File: src/rtl/bitrev_reorder_buffer.sv
// Frame reorder buffer: a natural-order frame is stored at bit-reversed addresses and then read out in natural order.
// Define BITREV_PINGPONG_EN to get two banks (fill one while draining the other); the default is one bank.
module bitrev_reorder_buffer #(
  parameter int DATA_W = 16,
  parameter int LOG2N  = 6
) (
  input  logic              clk,
  input  logic              rst,
  input  logic [DATA_W-1:0] in_data,
  input  logic              in_valid,
  output logic              in_ready,
  output logic [DATA_W-1:0] out_data,
  output logic [LOG2N-1:0]  out_index,
  output logic              out_valid,
  output logic              out_last,
  input  logic              out_ready,
  output logic              frame_done
);

  localparam int N = 1 << LOG2N;
  localparam logic [LOG2N-1:0] LAST_IDX = {LOG2N{1'b1}};
`ifdef BITREV_PINGPONG_EN
  localparam int NBANK = 2;
  localparam int AW    = LOG2N + 1;
`else
  localparam int NBANK = 1;
  localparam int AW    = LOG2N;
  localparam logic [0:0] ST_LOAD  = 1'b0;
  localparam logic [0:0] ST_DRAIN = 1'b1;
`endif

  logic [DATA_W-1:0] mem_q [NBANK*N];

  logic [LOG2N-1:0]  wr_cnt_q, wr_cnt_d;
  logic [LOG2N-1:0]  rd_cnt_q, rd_cnt_d;
  logic              in_ready_q, in_ready_d;
  logic [DATA_W-1:0] out_data_q, out_data_d;
  logic [LOG2N-1:0]  out_index_q, out_index_d;
  logic              out_valid_q, out_valid_d;
  logic              out_last_q, out_last_d;
  logic              frame_done_q, frame_done_d;

  logic [LOG2N-1:0]  wr_rev_s;
  logic [AW-1:0]     wr_addr_s;
  logic [AW-1:0]     rd_addr_s;
  logic              wr_hs_s;
  logic              wr_wrap_s;
  logic              out_acc_s;
  logic              last_acc_s;
  logic              slot_free_s;
  logic              rd_avail_s;
  logic              rd_load_s;

  // Write address is the arrival count with its bits mirrored (pure wiring).
  for (genvar i = 0; i < LOG2N; i++) begin : g_rev
    assign wr_rev_s[i] = wr_cnt_q[LOG2N-1-i];
  end

  assign wr_hs_s     = in_valid && in_ready_q;
  assign wr_wrap_s   = wr_hs_s && (wr_cnt_q == LAST_IDX);
  assign out_acc_s   = out_valid_q && out_ready;
  assign last_acc_s  = out_acc_s && (out_index_q == LAST_IDX);
  assign slot_free_s = !out_valid_q || out_ready;
  assign rd_load_s   = slot_free_s && rd_avail_s;

`ifdef BITREV_PINGPONG_EN
  logic       wr_bank_q, wr_bank_d;
  logic       rd_bank_q, rd_bank_d;
  logic [1:0] full_q, full_d;

  assign wr_addr_s  = {wr_bank_q, wr_rev_s};
  assign rd_addr_s  = {rd_bank_q, rd_cnt_q};
  // A bank counts as free once its last word has moved into the output register.
  assign rd_avail_s = full_q[rd_bank_q];

  always_comb begin
    full_d    = full_q;
    wr_bank_d = wr_bank_q;
    rd_bank_d = rd_bank_q;
    if (wr_wrap_s) begin
      full_d[wr_bank_q] = 1'b1;
      wr_bank_d         = ~wr_bank_q;
    end else begin
      wr_bank_d = wr_bank_q;
    end
    if (rd_load_s && (rd_cnt_q == LAST_IDX)) begin
      full_d[rd_bank_q] = 1'b0;
      rd_bank_d         = ~rd_bank_q;
    end else begin
      rd_bank_d = rd_bank_q;
    end
    in_ready_d = !(full_d[0] && full_d[1]);
  end

  always_ff @(posedge clk) begin
    if (rst) begin
      full_q    <= 2'b00;
      wr_bank_q <= 1'b0;
      rd_bank_q <= 1'b0;
    end else begin
      full_q    <= full_d;
      wr_bank_q <= wr_bank_d;
      rd_bank_q <= rd_bank_d;
    end
  end
`else
  logic [0:0] state_q, state_d;

  assign wr_addr_s  = wr_rev_s;
  assign rd_addr_s  = rd_cnt_q;
  // Once index N-1 sits in the output register nothing is left to fetch.
  assign rd_avail_s = (state_q == ST_DRAIN) && !(out_valid_q && (out_index_q == LAST_IDX));

  always_comb begin
    state_d    = state_q;
    in_ready_d = 1'b0;
    case (state_q)
      ST_LOAD: begin
        in_ready_d = !wr_wrap_s;
        if (wr_wrap_s) begin
          state_d = ST_DRAIN;
        end else begin
          state_d = ST_LOAD;
        end
      end
      ST_DRAIN: begin
        if (last_acc_s) begin
          state_d = ST_LOAD;
        end else begin
          state_d = ST_DRAIN;
        end
      end
      default: begin
        state_d = ST_LOAD;
      end
    endcase
  end

  always_ff @(posedge clk) begin
    if (rst) begin
      state_q <= ST_LOAD;
    end else begin
      state_q <= state_d;
    end
  end
`endif

  always_comb begin
    wr_cnt_d    = wr_cnt_q;
    rd_cnt_d    = rd_cnt_q;
    out_data_d  = out_data_q;
    out_index_d = out_index_q;
    out_valid_d = out_valid_q;
    if (wr_hs_s) begin
      wr_cnt_d = wr_cnt_q + LOG2N'(1);
    end else begin
      wr_cnt_d = wr_cnt_q;
    end
    if (rd_load_s) begin
      out_data_d  = mem_q[rd_addr_s];
      out_index_d = rd_cnt_q;
      out_valid_d = 1'b1;
      rd_cnt_d    = rd_cnt_q + LOG2N'(1);
    end else if (out_acc_s) begin
      out_valid_d = 1'b0;
    end else begin
      out_valid_d = out_valid_q;
    end
    out_last_d   = out_valid_d && (out_index_d == LAST_IDX);
    frame_done_d = last_acc_s;
  end

  always_ff @(posedge clk) begin
    if (rst) begin
      wr_cnt_q     <= '0;
      rd_cnt_q     <= '0;
      in_ready_q   <= 1'b0;
      out_data_q   <= '0;
      out_index_q  <= '0;
      out_valid_q  <= 1'b0;
      out_last_q   <= 1'b0;
      frame_done_q <= 1'b0;
    end else begin
      wr_cnt_q     <= wr_cnt_d;
      rd_cnt_q     <= rd_cnt_d;
      in_ready_q   <= in_ready_d;
      out_data_q   <= out_data_d;
      out_index_q  <= out_index_d;
      out_valid_q  <= out_valid_d;
      out_last_q   <= out_last_d;
      frame_done_q <= frame_done_d;
    end
  end

  // Sample storage is intentionally not reset.
  always_ff @(posedge clk) begin
    if (wr_hs_s && !rst) begin
      mem_q[wr_addr_s] <= in_data;
    end
  end

  assign in_ready   = in_ready_q;
  assign out_data   = out_data_q;
  assign out_index  = out_index_q;
  assign out_valid  = out_valid_q;
  assign out_last   = out_last_q;
  assign frame_done = frame_done_q;

endmodule

File: config.mk
export PLATFORM = sky130hd
export DESIGN_NAME = bitrev_reorder_buffer
export DESIGN_NICKNAME = d
export VERILOG_FILES = /design/src/rtl/bitrev_reorder_buffer.sv
export SDC_FILE = /design/constraint.sdc
export NUM_CORES = 1
export LEC_CHECK = 0
export ABC_AREA = 1
export CORE_UTILIZATION = 29
export DETAILED_ROUTE_END_ITERATION = 12
export HOLD_SLACK_MARGIN = 0.15
export MAX_ROUTING_LAYER = met4
export PLACE_DENSITY = 0.54
export SYNTH_ARGS = -nofsm -noshare
export SYNTH_HDL_FRONTEND = slang
export SYNTH_SLANG_ARGS = --single-unit
File: constraint.sdc
create_clock -name clk -period 4.7 [get_ports clk]
set_clock_uncertainty 0.05 [all_clocks]
set_input_delay 1.175 -clock clk [delete_from_list [all_inputs] [get_ports clk]]
set_output_delay 1.175 -clock clk [all_outputs]
set_load 0.01 [all_outputs]
==> results of run 1 <==
==> power breakdown <==
group	total, W	switching (W)	internal (W)
Clock	0.00899	0.00367	0.00532
Combinational	0.000342	0.000293	0.0000492
Sequential	0.0104	0.00000687	0.0104
==> cell type report <==
class                      count  area, um2
clock buffer                 127       2860
antenna                        3       7.51
tap                         2030       2540
fill                       15400     101000
clock inverter                70        826
inverter                     312       1190
multi-input combinational   2462      10400
timing repair buffer         181       1550
sequential                  1063      31500
==> per-layer routing <==
metal	share of wire (%)	track usage [%]	wire (um)	up-vias
li1	-	-	-	13800
met1	44	24.1	58800	14500
met2	47	27.8	62600	1118
met3	7.5	2.69	10100	147
met4	2.1	4.56	2860	0
met5	0	-	0	-
==> cell usage in the layout, fill, tap and decap left out, types with 2 or more instances in the layout <==
cell type,count
sky130_fd_sc_hd__a21oi_1,90
sky130_fd_sc_hd__o21a_1,16
sky130_fd_sc_hd__xor2_1,2
sky130_fd_sc_hd__o21ai_1,7
sky130_fd_sc_hd__buf_4,123
sky130_fd_sc_hd__bufinv_16,18
sky130_fd_sc_hd__o21ai_0,80
sky130_fd_sc_hd__nand3_2,3
sky130_fd_sc_hd__edfxtp_1,1024
sky130_fd_sc_hd__ha_1,7
sky130_fd_sc_hd__clkbuf_16,112
sky130_fd_sc_hd__inv_2,3
sky130_fd_sc_hd__clkinv_4,4
sky130_fd_sc_hd__nor2_2,4
sky130_fd_sc_hd__diode_2,3
sky130_fd_sc_hd__clkinv_1,19
sky130_fd_sc_hd__clkdlybuf4s50_1,29
sky130_fd_sc_hd__clkinv_2,24
sky130_fd_sc_hd__nand2_1,1344
sky130_fd_sc_hd__nor2_1,348
sky130_fd_sc_hd__nor3_1,4
sky130_fd_sc_hd__dfxtp_4,2
sky130_fd_sc_hd__nand3_1,525
sky130_fd_sc_hd__buf_12,13
sky130_fd_sc_hd__inv_6,4
sky130_fd_sc_hd__clkinvlp_4,2
sky130_fd_sc_hd__buf_2,16
sky130_fd_sc_hd__clkbuf_1,15
sky130_fd_sc_hd__inv_1,305
sky130_fd_sc_hd__nand4_1,8
sky130_fd_sc_hd__dfxtp_1,36
sky130_fd_sc_hd__o211ai_1,16
==> logic make-up (layout without fill, tap and decap cells) <==
family / after synthesis / in the layout / share of synthesized area (%)
adders and majority gates: 7 / 7 / 0.198
AOI/OAI and AO/OA: 212 / 212 / 2.59
and+or+nand+nor: 2241 / 2241 / 20.6
buffers and inverters: 535 / 690 / 5.35
other: 0 / 3 / 0
DFF: 1063 / 1063 / 71.2
xor gates and xnor gates: 2 / 2 / 0.0396
==> worst min-delay path, stage by stage, from the launching register on <==
cell,delay (ps)
sky130_fd_sc_hd__dfxtp_1,350
sky130_fd_sc_hd__nand2_1,80
sky130_fd_sc_hd__a21oi_1,60
==> stage by stage <==
step / instance area (um2) / worst slack, ps / power (W) / cells / hold WS [ps]
after floorplan: 44300 / 1650 / 0.0106 / 4060 / 432
after global placement: 47200 / 1170 / 0.0109 / 6048 / 468
after detailed placement: 47200 / 1100 / 0.0109 / 6048 / 466
after CTS: 50900 / 1440 / 0.0199 / 6245 / 475
after global routing: 50900 / 1190 / 0.0202 / 6248 / 490
final: 50900 / 1310 / 0.0197 / 6248 / 475
==> final timing paths <==
check / startpoint / to / slack, ps / cells after the start
setup / recovery: rd_addr_s[0] / out_data[9] / 1310 / 12
hold / removal: rd_addr_s[5] / rd_addr_s[5] / 470 / 2
setup reg to reg: rd_addr_s[0] / out_data[9] / 1310 / 12
hold reg to reg: rd_addr_s[5] / rd_addr_s[5] / 470 / 2
==> registers in the layout, summed over array words and instances, names as in the netlist <==
name        count
in_ready        1
wr_cnt_q        6
out_last        1
out_index       6
rd_addr_s       6
frame_done      1
out_valid       1
mem_q        1024
state_q         1
out_data       16
==> results.txt, run 1 <==
----------------------------------------------------
[Synth]
  Number of synthesis warnings ... 0
  Post-synth net total ... 4,087
  Dominant cell type by area after synthesis ... sky130_fd_sc_hd__edfxtp_1
  Average cell area after synthesis ... 10.9 um2
  Post-synthesis sequential area ratio ... 71.2%
  Area share of the largest cell type after synthesis ... 69.5%
  Main flop type after synthesis ... sky130_fd_sc_hd__edfxtp_1
  Synth Register Bits ... 1,063
  Netlist Area Pre-Place ... 44,300 um2
  Number of enable flip-flop cells after synthesis ... 1,024
  Share of flip-flops with an asynchronous set or reset ... 0%
  Cells after Synth ... 4,060
  Top area cells in the synthesized netlist ... sky130_fd_sc_hd__edfxtp_1 (69%), sky130_fd_sc_hd__nand2_1 (11%), sky130_fd_sc_hd__nand3_1 (6.0%)
  Top-count cell post-synth ... sky130_fd_sc_hd__nand2_1
  Top post-synthesis cells by count ... sky130_fd_sc_hd__nand2_1 (1,345), sky130_fd_sc_hd__edfxtp_1 (1,024), sky130_fd_sc_hd__nand3_1 (527)
  Number of different library cells in the post-synthesis netlist ... 33

[Timing]
  Setup violation total in the final timing report ... 0
  Worst slew margin relative to its limit ... 25.0%
  Number of hold violations in the final report ... 0
  Unrepaired setup endpoints after global routing ... no
  Post-Route Setup TNS ... 0 ps
  Maximum clock rate ... 295 MHz
  Worst-margin pin slew ... 1120 ps
  Number of slew-limit violations in the final report ... 0
  Min Clock Period, post-route ... 3390 ps
  Period utilisation layout ... 72.1%

[Route]
  Mean routed wirelength per cell ... 21.5 um
  Number of nets with antenna violations after routing ... 0
  Total wirelength of the detailed-routed design ... 134 mm
  Number of search-and-repair iterations in the first detailed-routing pass ... 6
  DRC violation count after routing ... 0
  Initial DRC count ... 3,562
  Via Count ... 29,500
  Vias per cell ... 4.72

[Clock tree]
  Sink count of the clock tree ... 1,063
  Post-CTS Setup Bufs ... 0
  Clk Latency, worst-skew pair ... 700 ps
  Number of clock buffers inserted by TritonCTS ... 109
  Root buffer cell ... sky130_fd_sc_hd__clkbuf_16
  Clock tree from TritonCTS ... built
  Clock transition at the registers of the reported paths ... 60 ps
  Clock H-tree levels ... 3
  Max Root-Sink Buffers ... 3
  Post-CTS resize count ... 0
  Post-cts hold buffer count ... 0

[Outcome]
  Run status ... finished clean

[Pwr]
  Total power per unit cell area ... 387 nW/um2
  P_leak ... 19.0 nW
  VDD IR max ... 0.300 mV

[Setup path]
  Cell mode on critical path ... sky130_fd_sc_hd__nand2_1
  Kind of critical path ... reg -> reg
  Stage delay of the slowest cell on the critical path ... 770 ps
  Required time at the worst-slack endpoint ... 5220 ps
  Critical path capture point type ... register
  Master of the slowest instance on the critical path ... sky130_fd_sc_hd__dfxtp_4
  Arrival time at the worst endpoint ... 3910 ps
  Sort of element at the start of the critical path ... register
  Delay-heaviest family, CP ... simple AND/OR/NAND/NOR gates
  Highest net fanout along the worst path ... 220
  CP Buf/Inv Count ... 2
  Cell-by-cell trace of the critical path ... inv_16, buf_4, nand2_1, nand3_1, nand3_1, nand2_1, nor2_1, nand2_1, nand2_1, nand2_1, nand2_1, nor2_1

[Die]
  Starting density of the core ... 29.2%
  Die Footprint ... 154,000 um2
  Core outline area ... 152,000 um2
  Die X ... 393 um
  Number of top-level pins ... 46
  Die height ... 393 um
  Cell Rows ... 143

[Flow run]
  Count of max-cap constraint violations ... 0

[Placed design]
  GPL Wtd Cong ... 0.937
  Port-buffer cells ... 45
  Final HPWL from detailed placement ... 81.2 mm

[Final layout]
  Util after Layout ... 33.6%
  Area growth from synthesis to layout ... 15.0%
  Ratio of cells with drive above 1 in the final layout ... 7.92%
  Layout net count ... 4,156

[Global routing]
  Largest net degree at the start of global routing ... 221
  Global-route usage over all layers ... 17.8%
  Remaining Overflow, GRT ... 0
  Number of global-route vias before repair ... 28,300
  First-pass GRT wire length ... 195 mm
  Number of antenna violations at the first check in global routing ... 8

[Worst hold path]
  Worst min-delay path category ... reg -> reg

----------------------------------------------------
No activity file was read; power rests on OpenSTA's default activity.
==> run 2, diff against run 1 <==
--- a/config.mk
+++ b/config.mk
@@ -10,7 +10,7 @@
 export DETAILED_ROUTE_END_ITERATION = 12
 export HOLD_SLACK_MARGIN = 0.15
 export MAX_ROUTING_LAYER = met4
-export PLACE_DENSITY = 0.54
+export PLACE_DENSITY = 0.55
 export SYNTH_ARGS = -nofsm -noshare
 export SYNTH_HDL_FRONTEND = slang
 export SYNTH_SLANG_ARGS = --single-unit
==> constraint.sdc (replaced) <==
create_clock -name clk -period 2.9 [get_ports clk]
set_clock_uncertainty 0.05 [all_clocks]
set_input_delay 0.725 -clock clk [delete_from_list [all_inputs] [get_ports clk]]
set_output_delay 0.725 -clock clk [all_outputs]
set_load 0.01 [all_outputs]
==> run 2 against run 1 <==
Clock power rose by 58%. Sequential power rose by 62%. Critical path type is now reg -> out. First-iteration DRC count rose by 5.8%. Die area did not move.
==> results.txt, run 2 (synthesized netlist as in run 1, its figures left out) <==
----------------------------------------------------
[Setup path]
  Master of the slowest instance on the critical path ... sky130_fd_sc_hd__clkdlybuf4s50_1
  Launching instance or port of the critical path ... out_data[5]
  Cell-by-cell trace of the critical path ... clkdlybuf4s50_1
  Reg2reg end ... out_data[1]
  Kind of critical path ... reg -> out
  Required time at the worst-slack endpoint ... 2120 ps
  Cell count of the worst reg-to-reg path ... 8
  CP Buf/Inv Count ... 1
  Arrival time at the worst endpoint ... 1920 ps
  Stage delay of the slowest cell on the critical path ... 620 ps
  Reg-to-reg setup timing slack ... 350 ps
  Sort of element at the start of the critical path ... register
  Delay-heaviest family, CP ... buffers and inverters
  Critical path capture point type ... output port
  Highest net fanout along the worst path ... 2
  R2r startpoint ... rd_addr_s[0]

[Global routing]
  Remaining Overflow, GRT ... 0
  First-pass GRT wire length ... 196 mm
  Largest net degree at the start of global routing ... 141
  Busiest layer in global routing ... met2
  Number of antenna violations at the first check in global routing ... 3
  GRT met2 Usage ... 27.5%
  Number of global-route vias before repair ... 28,800
  Met3 global-route usage ... 3.07%
  Met1 layer usage reported by global route ... 24.6%
  Global-route usage over all layers ... 18.0%

[Final layout]
  Post-Layout Cell Count ... 6,306
  Commonest non-fill, non-tap cell in the layout ... sky130_fd_sc_hd__nand2_1
  Fillers ... 15,200
  Layout net count ... 4,210
  Register with the most flip-flops ... mem_q
  Area of the multi-input gates ... 10,400 um2
  Sequential cell area ... 31,500 um2
  Area growth from synthesis to layout ... 17.4%
  Flip-flop count of the largest register after layout ... 1,024
  Ratio of cells with drive above 1 in the final layout ... 8.75%
  Most frequent cells in the layout ... sky130_fd_sc_hd__nand2_1 (1,344), sky130_fd_sc_hd__edfxtp_1 (1,024), sky130_fd_sc_hd__nand3_1 (527), sky130_fd_sc_hd__nor2_1 (352), sky130_fd_sc_hd__inv_1 (305)

[Flow run]
  Count of max-cap constraint violations ... 0

[Clock tree]
  Max Root-Sink Buffers ... 3
  Post-cts hold buffer count ... 0
  Root buffer cell ... sky130_fd_sc_hd__clkbuf_16
  Clock transition at the registers of the reported paths ... 60 ps
  Clock tree from TritonCTS ... built
  Number of clock buffers inserted by TritonCTS ... 111
  Clk Latency, worst-skew pair ... 700 ps
  Sink count of the clock tree ... 1,063
  Post-CTS Setup Bufs ... 0
  Post-CTS resize count ... 0
  Clock H-tree levels ... 3

[Route]
  Initial DRC count ... 3,767
  Via Count ... 30,100
  DRC violation count after routing ... 0
  Mean routed wirelength per cell ... 21.6 um
  Total wirelength of the detailed-routed design ... 136 mm
  Number of search-and-repair iterations in the first detailed-routing pass ... 6
  Vias per cell ... 4.77
  Number of nets with antenna violations after routing ... 0

[Die]
  Starting density of the core ... 29.2%
  Die Footprint ... 154,000 um2
  Die X ... 393 um
  Core outline area ... 152,000 um2
  Cell Rows ... 143
  Number of top-level pins ... 46
  Die height ... 393 um

[Timing]
  Unrepaired setup endpoints after global routing ... no
  Maximum clock rate ... 371 MHz
  Min Clock Period, post-route ... 2690 ps
  Worst slew margin relative to its limit ... 34.2%
  Setup violation total in the final timing report ... 0
  Period utilisation layout ... 92.9%
  Worst-margin pin slew ... 985 ps
  Post-Route Setup TNS ... 0 ps
  Number of hold violations in the final report ... 0
  Number of slew-limit violations in the final report ... 0

[Placed design]
  # placed instances ... 6,100
  Final HPWL from detailed placement ... 83.2 mm
  GPL Wtd Cong ... 0.909
  Port-buffer cells ... 45

[Pwr]
  Share of total power in sequential cells ... 53.2%
  Combinational group share of total power ... 2.0%
  Share of total power in the clock network ... 44.8%
  Internal Dissipation ... 0.0252 W
  Final Power ... 0.0317 W
  P_sw ... 0.00644 W
  Total power per unit cell area ... 609 nW/um2
  VDD IR max ... 0.420 mV
  P_leak ... 19.5 nW
  Net Sw Frac ... 20.4%

[Worst hold path]
  Endpoint of the worst hold-timing path ... mem_q[24][14]
  Hold Startpoint ... in_data[14]
  Worst min-delay path category ... in -> reg
  Number of cells traversed by the worst hold path ... 1

[Outcome]
  Run status ... finished clean

----------------------------------------------------
-- run 2: cell count changes in the layout (fill, tap and decap cells not counted), sizes merged --
| cell | change |
|---|---|
| clkbuf | +9 |
| bufinv | -6 |
| clkinvlp | +2 |
| clkinv | +3 |
| buf | +52 |
| diode | -2 |
-- run 2: worst max path at each step --
stage	to	cells past startpoint
floorplan	mem_q[0][0]	4
finish	out_data[5]	1
global route	out_data[6]	1
detailed placement	mem_q[54][11]	7
global placement	mem_q[49][12]	7
CTS	out_data[7]	1
-- run 2: stage by stage --
stage	hold slack, ps	util [%]	setup WS [ps]	cell area [um2]
after CTS	335	34.3	172	52000
after detailed placement	453	31.9	66.5	48400
after global routing	345	34.3	72.8	52000
final	361	34.3	205	52000
after floorplan	432	-	299	44300
after global placement	453	31.9	13.9	48400
-- run 2: metal layers --
| layer | part of all wire [%] | up-vias |
|---|---|---|
| met5 | 0 | - |
| met4 | 2.8 | 0 |
| met3 | 9.0 | 217 |
| met2 | 46 | 1348 |
| met1 | 43 | 14700 |
| li1 | - | 13900 |
-- run 2: area by class of cell --
cell class	count	share of cell area (%)
clock buffers	136	5.69
flip-flops and latches	1063	60.7
repair buffers	233	5.23
diodes	1	0.00481
inverters	312	2.30
well taps	2030	4.89
multi-input cells	2462	20.0
clock inverters	69	1.24
-- run 2: power by group through the flow --
| stage | registers [W] | clock network, W | logic (W) |
|---|---|---|---|
| after detailed placement | 0.0172 | 0 | 0.000627 |
| after global routing | 0.0168 | 0.0150 | 0.000641 |
| after global placement | 0.0172 | 0 | 0.000625 |
| after CTS | 0.0168 | 0.0144 | 0.000627 |
| after floorplan | 0.0172 | 0 | 0.0000546 |
| final | 0.0168 | 0.0142 | 0.000627 |
